**config.mk**
```make
export PLATFORM = sky130hd
export DESIGN_NAME = id_ex_stage
export DESIGN_NICKNAME = d
export VERILOG_FILES = /design/src/rtl/id_ex_stage.sv
export SDC_FILE = /design/constraint.sdc
export NUM_CORES = 1
export LEC_CHECK = 0
export CAP_MARGIN = 30
export CORE_MARGIN = 4
export CORE_UTILIZATION = 30
export DETAILED_ROUTE_END_ITERATION = 7
export DONT_BUFFER_PORTS = 1
export GPL_ROUTABILITY_DRIVEN = 0
export PLACE_DENSITY = 0.46
export SYNTH_ARGS = -nofsm -noshare
export SYNTH_HDL_FRONTEND = slang
export SYNTH_SLANG_ARGS = --single-unit
```
**constraint.sdc**
```tcl
create_clock -name clk -period 2.4 [get_ports clk]
set_clock_uncertainty 0.05 [all_clocks]
set_input_delay 0.36 -clock clk [delete_from_list [all_inputs] [get_ports clk]]
set_output_delay 0.36 -clock clk [all_outputs]
set_load 0.05 [all_outputs]
```
**src/rtl/id_ex_stage.sv**
```systemverilog
// ID/EX pipeline register feeding the 32-bit ALU.
// Captures decoded operands and control from decode, forwards results from
// EX/MEM and MEM/WB, selects the ALU operands, and detects load-use hazards.
//
// Pipeline flow: decode offers an instruction while id_valid=1. The stage
// accepts it on the rising edge unless stall=1 (load-use) or flush=1. While
// stall=1 decode must hold the same instruction, and the stage loads a bubble.
// A bubble has ex_valid=0 and every write control low, so downstream stages
// ignore it regardless of the operand values.
module id_ex_stage #(
    parameter int XLEN  = 32,
    parameter int RADDR = 5
) (
    input  logic             clk,
    input  logic             rst,
    input  logic             id_valid,
    input  logic [XLEN-1:0]  id_rs_data,
    input  logic [XLEN-1:0]  id_rt_data,
    input  logic [XLEN-1:0]  id_imm,
    input  logic [4:0]       id_shamt,
    input  logic [RADDR-1:0] id_rs,
    input  logic [RADDR-1:0] id_rt,
    input  logic [RADDR-1:0] id_rd,
    input  logic [3:0]       id_alu_control,
    input  logic             id_alu_src,
    input  logic             id_shift_imm,
    input  logic             id_mem_read,
    input  logic             id_mem_write,
    input  logic             id_reg_write,
    input  logic             flush,
    input  logic             exmem_reg_write,
    input  logic [RADDR-1:0] exmem_rd,
    input  logic [XLEN-1:0]  exmem_result,
    input  logic             memwb_reg_write,
    input  logic [RADDR-1:0] memwb_rd,
    input  logic [XLEN-1:0]  memwb_data,
    output logic             stall,
    output logic [XLEN-1:0]  alu_a,
    output logic [XLEN-1:0]  alu_b,
    output logic [3:0]       alu_control,
    output logic             ex_valid,
    output logic             ex_mem_read,
    output logic             ex_mem_write,
    output logic             ex_reg_write,
    output logic [RADDR-1:0] ex_rd,
    output logic [XLEN-1:0]  ex_store_data
);

    logic             valid_q,     valid_d;
    logic [XLEN-1:0]  rs_data_q,   rs_data_d;
    logic [XLEN-1:0]  rt_data_q,   rt_data_d;
    logic [XLEN-1:0]  imm_q,       imm_d;
    logic [4:0]       shamt_q,     shamt_d;
    logic [RADDR-1:0] rs_q,        rs_d;
    logic [RADDR-1:0] rt_q,        rt_d;
    logic [RADDR-1:0] rd_q,        rd_d;
    logic [3:0]       alu_ctl_q,   alu_ctl_d;
    logic             alu_src_q,   alu_src_d;
    logic             shift_imm_q, shift_imm_d;
    logic             mem_read_q,  mem_read_d;
    logic             mem_write_q, mem_write_d;
    logic             reg_write_q, reg_write_d;

    logic             hz;
    logic             load_bubble;
    logic [XLEN-1:0]  fwd_a;
    logic [XLEN-1:0]  fwd_b;

    // Load-use hazard: the load in this stage writes a register decode needs now.
    always_comb begin
        hz = valid_q && mem_read_q && (rd_q != '0) && id_valid &&
             ((id_rs == rd_q) || (id_rt == rd_q));
        stall = hz && !rst;
        load_bubble = flush || hz || !id_valid;
    end

    // Next-state: capture decode fields, or squash control into a bubble.
    always_comb begin
        valid_d     = id_valid;
        rs_data_d   = id_rs_data;
        rt_data_d   = id_rt_data;
        imm_d       = id_imm;
        shamt_d     = id_shamt;
        rs_d        = id_rs;
        rt_d        = id_rt;
        rd_d        = id_rd;
        alu_ctl_d   = id_alu_control;
        alu_src_d   = id_alu_src;
        shift_imm_d = id_shift_imm;
        mem_read_d  = id_mem_read;
        mem_write_d = id_mem_write;
        reg_write_d = id_reg_write;
        if (load_bubble) begin
            valid_d     = 1'b0;
            rd_d        = '0;
            alu_ctl_d   = 4'b0000;
            mem_read_d  = 1'b0;
            mem_write_d = 1'b0;
            reg_write_d = 1'b0;
        end
    end

    // Pipeline register with synchronous reset to an all-zero bubble.
    always_ff @(posedge clk) begin
        if (rst) begin
            valid_q     <= 1'b0;
            rs_data_q   <= '0;
            rt_data_q   <= '0;
            imm_q       <= '0;
            shamt_q     <= '0;
            rs_q        <= '0;
            rt_q        <= '0;
            rd_q        <= '0;
            alu_ctl_q   <= 4'b0000;
            alu_src_q   <= 1'b0;
            shift_imm_q <= 1'b0;
            mem_read_q  <= 1'b0;
            mem_write_q <= 1'b0;
            reg_write_q <= 1'b0;
        end else begin
            valid_q     <= valid_d;
            rs_data_q   <= rs_data_d;
            rt_data_q   <= rt_data_d;
            imm_q       <= imm_d;
            shamt_q     <= shamt_d;
            rs_q        <= rs_d;
            rt_q        <= rt_d;
            rd_q        <= rd_d;
            alu_ctl_q   <= alu_ctl_d;
            alu_src_q   <= alu_src_d;
            shift_imm_q <= shift_imm_d;
            mem_read_q  <= mem_read_d;
            mem_write_q <= mem_write_d;
            reg_write_q <= reg_write_d;
        end
    end

    // Forwarding: the younger EX/MEM result wins over MEM/WB; r0 is never forwarded.
    always_comb begin
        fwd_a = rs_data_q;
        if (exmem_reg_write && (exmem_rd != '0) && (exmem_rd == rs_q)) begin
            fwd_a = exmem_result;
        end else if (memwb_reg_write && (memwb_rd != '0) && (memwb_rd == rs_q)) begin
            fwd_a = memwb_data;
        end

        fwd_b = rt_data_q;
        if (exmem_reg_write && (exmem_rd != '0) && (exmem_rd == rt_q)) begin
            fwd_b = exmem_result;
        end else if (memwb_reg_write && (memwb_rd != '0) && (memwb_rd == rt_q)) begin
            fwd_b = memwb_data;
        end
    end

    // Operand selection: shift amount beats immediate, which beats the rt value.
    always_comb begin
        alu_a = fwd_a;
        if (shift_imm_q) begin
            alu_b = {{(XLEN-5){1'b0}}, shamt_q};
        end else if (alu_src_q) begin
            alu_b = imm_q;
        end else begin
            alu_b = fwd_b;
        end
        ex_store_data = fwd_b;
        alu_control   = alu_ctl_q;
        ex_valid      = valid_q;
        ex_mem_read   = mem_read_q;
        ex_mem_write  = mem_write_q;
        ex_reg_write  = reg_write_q;
        ex_rd         = rd_q;
    end

endmodule
```
## Yosys cells after proc, flatten, opt, wreduce, memory -nomap -nowiden

Index checks and enable logic that the tools add are counted.

| cells by class | value |
|---|---|
| equality and inequality tests | 6 |
| mux-type cells | 6 |
| reductions and logical operators | 20 |

Operator list:

| kind | count |
|---|---|
| 32-bit two-way mux | 6 |
| 5-bit equality test | 6 |
| 5-bit nonzero test | 3 |
| 1-bit logical AND | 11 |
| 1-bit logical OR | 3 |
| 1-bit zero test | 2 |
| 2-bit OR reduction | 1 |

| word-level totals | value |
|---|---|
| register bits | 126 |
| bits of input ports | 205 |
| output and inout port bits | 110 |
| logic and storage cells | 46 |

## Longest topological paths before layout

| depth | value |
|---|---|
| depth in word-level cells | 7 |
| mapped depth | 7 |
| gate-level depth less buffers | 5 |

## Worst setup path after synthesis

Ideal clock, no wire load.

| path | value |
|---|---|
| path kind | input port to output port |
| start | in exmem_rd[1] |
| end | out alu_b[4] |
| arrival time | 2.671 ns |
| required time | 1.990 ns |
| slack | -0.681 ns |
| cell stages on the path | 7 |
| path buffers | 2 |
| cells stage by stage | or4_1 > o211ai_1 > or2_2 > buf_4 > buf_4 > o21ai_0 > o21ai_0 |

| between the ends | value |
|---|---|
| longest elaborated chain between the ends | 6 |
| elaborated cells between the ends (all ways) | 7 |
| classes of those cells | eq/ne (1); mux (3); reduce/logical (3) |

Ends and longest elaborated chain:

| element | RTL line | RTL |
|---|---|---|
| start: declaration | 32 | `input logic [RADDR-1:0] exmem_rd,` |
| 5-bit nonzero test | 148 | `if (exmem_reg_write && (exmem_rd != '0) && (exmem_rd == rt_q)) begin` |
| 1-bit logical AND | 148 |  |
| 1-bit logical AND * | 148 |  |
| 32-bit two-way mux * | 148 |  |
| 32-bit two-way mux * | 160 | `end else if (alu_src_q) begin` |
| 32-bit two-way mux * | 158 | `if (shift_imm_q) begin` |
| end: declaration | 39 | `output logic [XLEN-1:0] alu_b,` |

Every way passes the cells marked *; elsewhere a longest branch is shown, timed or not.

## Worst setup path after layout

| path | value |
|---|---|
| start | reg rs_q[4] |
| end | out alu_a[11] |

| between the ends | value |
|---|---|
| longest elaborated chain between the ends | 4 |
| elaborated cells between the ends (all ways) | 6 |
| classes of those cells | eq/ne (2); mux (2); reduce/logical (2) |

Ends and longest elaborated chain:

| element | RTL line | RTL |
|---|---|---|
| start: declaration | 54 | `logic [RADDR-1:0] rs_q, rs_d;` |
| start signal: assignment | 126 | `rs_q <= rs_d;` |
| 5-bit equality test | 143 | `end else if (memwb_reg_write && (memwb_rd != '0) && (memwb_rd == rs_q)) begin` |
| 1-bit logical AND | 143 |  |
| 32-bit two-way mux | 143 |  |
| 32-bit two-way mux * | 141 | `if (exmem_reg_write && (exmem_rd != '0) && (exmem_rd == rs_q)) begin` |
| end: declaration | 38 | `output logic [XLEN-1:0] alu_a,` |

Marks and branches as above.

==> metrics.md <==
| Metric | Value |
|---|---|
| Critical path class | register to primary output |
| Commonest non-fill, non-tap cell in the layout | dfxtp_1 |
| Number of global-route vias before repair | 6094 |
| Antenna-violating nets left | 0 |
| Cells after Synth | 631 |
| Synth Register Bits | 126 |
| Global-route wire length before repair | 37600 um |
| VDD IR-drop max | 0.730 mV |
| Most frequent cells in the layout | 117 x dfxtp_1, 113 x nor2b_1, 104 x buf_12, 58 x a21oi_4, 52 x nor2_1 |
| CTS tree | yes |
| # Max-Cap Violations | 0 |
| RSZ-0062 raised after global routing | yes |
| Final worst setup slack | -259 ps |
| Placed inst area | 9250 sq um |
| Leak Pwr | 4.14 nW |
| Total gr overflow | 0 |
| Arrival @ worst endpoint | 2250 ps |
| Clock transition at path regs | 60 ps |
| Max Slew Vio Count | 0 |
| Post-route cell area | 11600 sq um |
| Relative slew slack | 0.531 |
| Min-delay src | id_rd[1] |
| CP Launch Point | rs_q[4] |
| # DRC | 0 |
| Die Area | 21300 sq um |
| Largest fanout on the critical path | 15 |
| CTS buffer count | 17 |
| Element type at the critical path end | primary output |
| Worst-Margin Slew | 703 ps |
| Rows | 50 |
| Ratio of final minimum period to clock period | 1.11 |
| Layout cells sized above 1 | 0.531 |
| F_max | 0.376 GHz |
| Outcome | finished with violations |
| Root buffer cell | clkbuf_16 |
| Total GRT Usage | 0.230 |
| Largest net degree at the start of global routing | 107 |
| Die Width | 146 um |
| PD cells | 590 nW/um^2 |
| Core region area | 18700 sq um |
| Port bufs | 0 |
| Worst hold path class | primary input to register |
| Final setup fails | 96 |
| Crit path time final | 2660 ps |
| Via count | 5449 |
| Final wirelength | 25200 um |
| DIE HEIGHT | 146 um |
| DP Wirelength | 16800 um |
| CTS sink count | 126 |
| Netlist cell types | 35 |
| Clock network latency to the later pin of the worst-skew pair | 420 ps |
| Critical path launch point type | register |
| Area Growth Syn to Fin | 103% |
| Post-Syn Area | 5700 sq um |
| Register area share after synthesis | 0.442 |
| Nets | 1014 |
| H-tree levels | 4 |
| Via density | 5.14 |
| 1st-iter DRT viols | 191 |
| FF-to-FF Start | ex_rd[0] |
| Synth warn | 0 |
| Initial DRT Pass Iterations | 5 |
| Net count after synthesis | 836 |
| Pre-CTS setup slack | -181 ps |
| Avg WL per Cell | 23.8 um |
| Antenna violations before repair | 6 |
| CP required | 1990 ps |
| Initial Util | 0.305 |
| Count of final hold-check violations | 0 |
| Failing checks | negative setup slack |
| Syn Area/Cell | 9.04 sq um |
| Clk buf depth | 2 |
| I/O Pins | 315 |
## what timing repair did
action,4_1_cts,5_1_grt
hold buffers,14,4
pin swaps,29,31
endpoints found under the setup margin,96,96
hold endpoints to repair,119,4
buffers inserted,12,5
gates cloned,10,2
resized for setup,148,54
## report_power, final
| group | switching, mW | internal, mW | leakage [nW] |
|---|---|---|---|
| logic | 0.979 | 0.915 | 2.81 |
| clock network | 1.00 | 1.66 | 0.285 |
| registers | 0.0807 | 2.20 | 1.05 |
## routing by layer
| metal | wire [um] | track usage | part of all wire |
|---|---|---|---|
| met1 | 9520 | 0.253 | 0.38 |
| met2 | 13400 | 0.419 | 0.53 |
| met3 | 1850 | 0.0875 | 0.073 |
| met4 | 398 | 0.0532 | 0.016 |
| met5 | 40 | 0 | 0.0016 |
## kinds of logic (layout without fill, tap and decap cells)
| kind of cell | Yosys count | after routing | synth area share |
|---|---|---|---|
| AO/OA/AOI/OAI | 138 | 138 | 0.146 |
| AND/OR/NAND/NOR | 228 | 230 | 0.219 |
| flip-flops | 126 | 126 | 0.442 |
| other | 0 | 5 | 0 |
| buffers and inverters | 50 | 238 | 0.0437 |
| multiplexers | 59 | 59 | 0.104 |
| XOR/XNOR | 30 | 30 | 0.0461 |
## final timing paths
kind,endpoint,slack (ps),cells after the start
max,alu_a[11],-260,6
min,ex_rd[1],20,1
max reg2reg,ex_reg_write,700,4
min reg2reg,ex_valid,930,3
## registers in the layout, indices dropped and copies added (netlist names)
signal / cells
alu_src_q: 1
rs_data_q: 32
ex_mem_write: 1
rs_q: 5
rt_q: 5
alu_control: 4
ex_mem_read: 1
ex_valid: 1
ex_reg_write: 1
shift_imm_q: 1
shamt_q: 5
ex_rd: 5
imm_q: 32
rt_data_q: 32
## area by class of cell
type / instances / area, sq um
fillers: 1435 / 7130
multi-input cells: 457 / 4880
repair buffers: 202 / 3220
flip-flops and latches: 126 / 2540
clock buffers: 18 / 439
well taps: 234 / 293
clock inverters: 13 / 165
inverters: 5 / 18.8
diodes: 5 / 12.5
## metrics by stage
stage	power [mW]	instances	util	hold slack, ps	setup TNS (ps)
6_report	6.83	1060	0.619	15.2	-18200
5_1_grt	7.07	1057	0.618	0.0896	-27370
4_1_cts	6.85	1045	0.596	0.299	-22670
3_5_place_dp	3.98	979	0.494	393	-6880
3_3_place_gp	3.96	979	0.494	395	-4010
2_1_floorplan	3.27	631	-	432	-4520
## worst max-delay path: stages, from the launching register on
cell,delay [ps]
dfxtp_2,340
xor2_1,150
or4_4,650
buf_12,210
buf_6,130
a21oi_4,180
buf_12,160
## synthesized netlist by cell type (all sizes together)
master	n	share of area
buf	16	0.021
nor2	74	0.049
a22oi	5	0.0066
xor2	4	0.0061
a211oi	5	0.0066
nand4	1	0.0011
o22ai	1	0.0011
a21oi	61	0.054
nor3	2	0.0026
and2	12	0.013
nand2	7	0.0046
o211ai	1	0.0013
or3	1	0.0013
xnor2	26	0.040
dfxtp	126	0.44
mux2i	59	0.10
o21ai	38	0.035
inv	5	0.0033
o221ai	1	0.0015
or4b	1	0.0018
nand3	6	0.0053
nor2b	114	0.13
or4	3	0.0046
or2	1	0.0011
nor4	6	0.0092
a32oi	26	0.040
clkbuf	29	0.019
(Power assumes the default switching activity.)
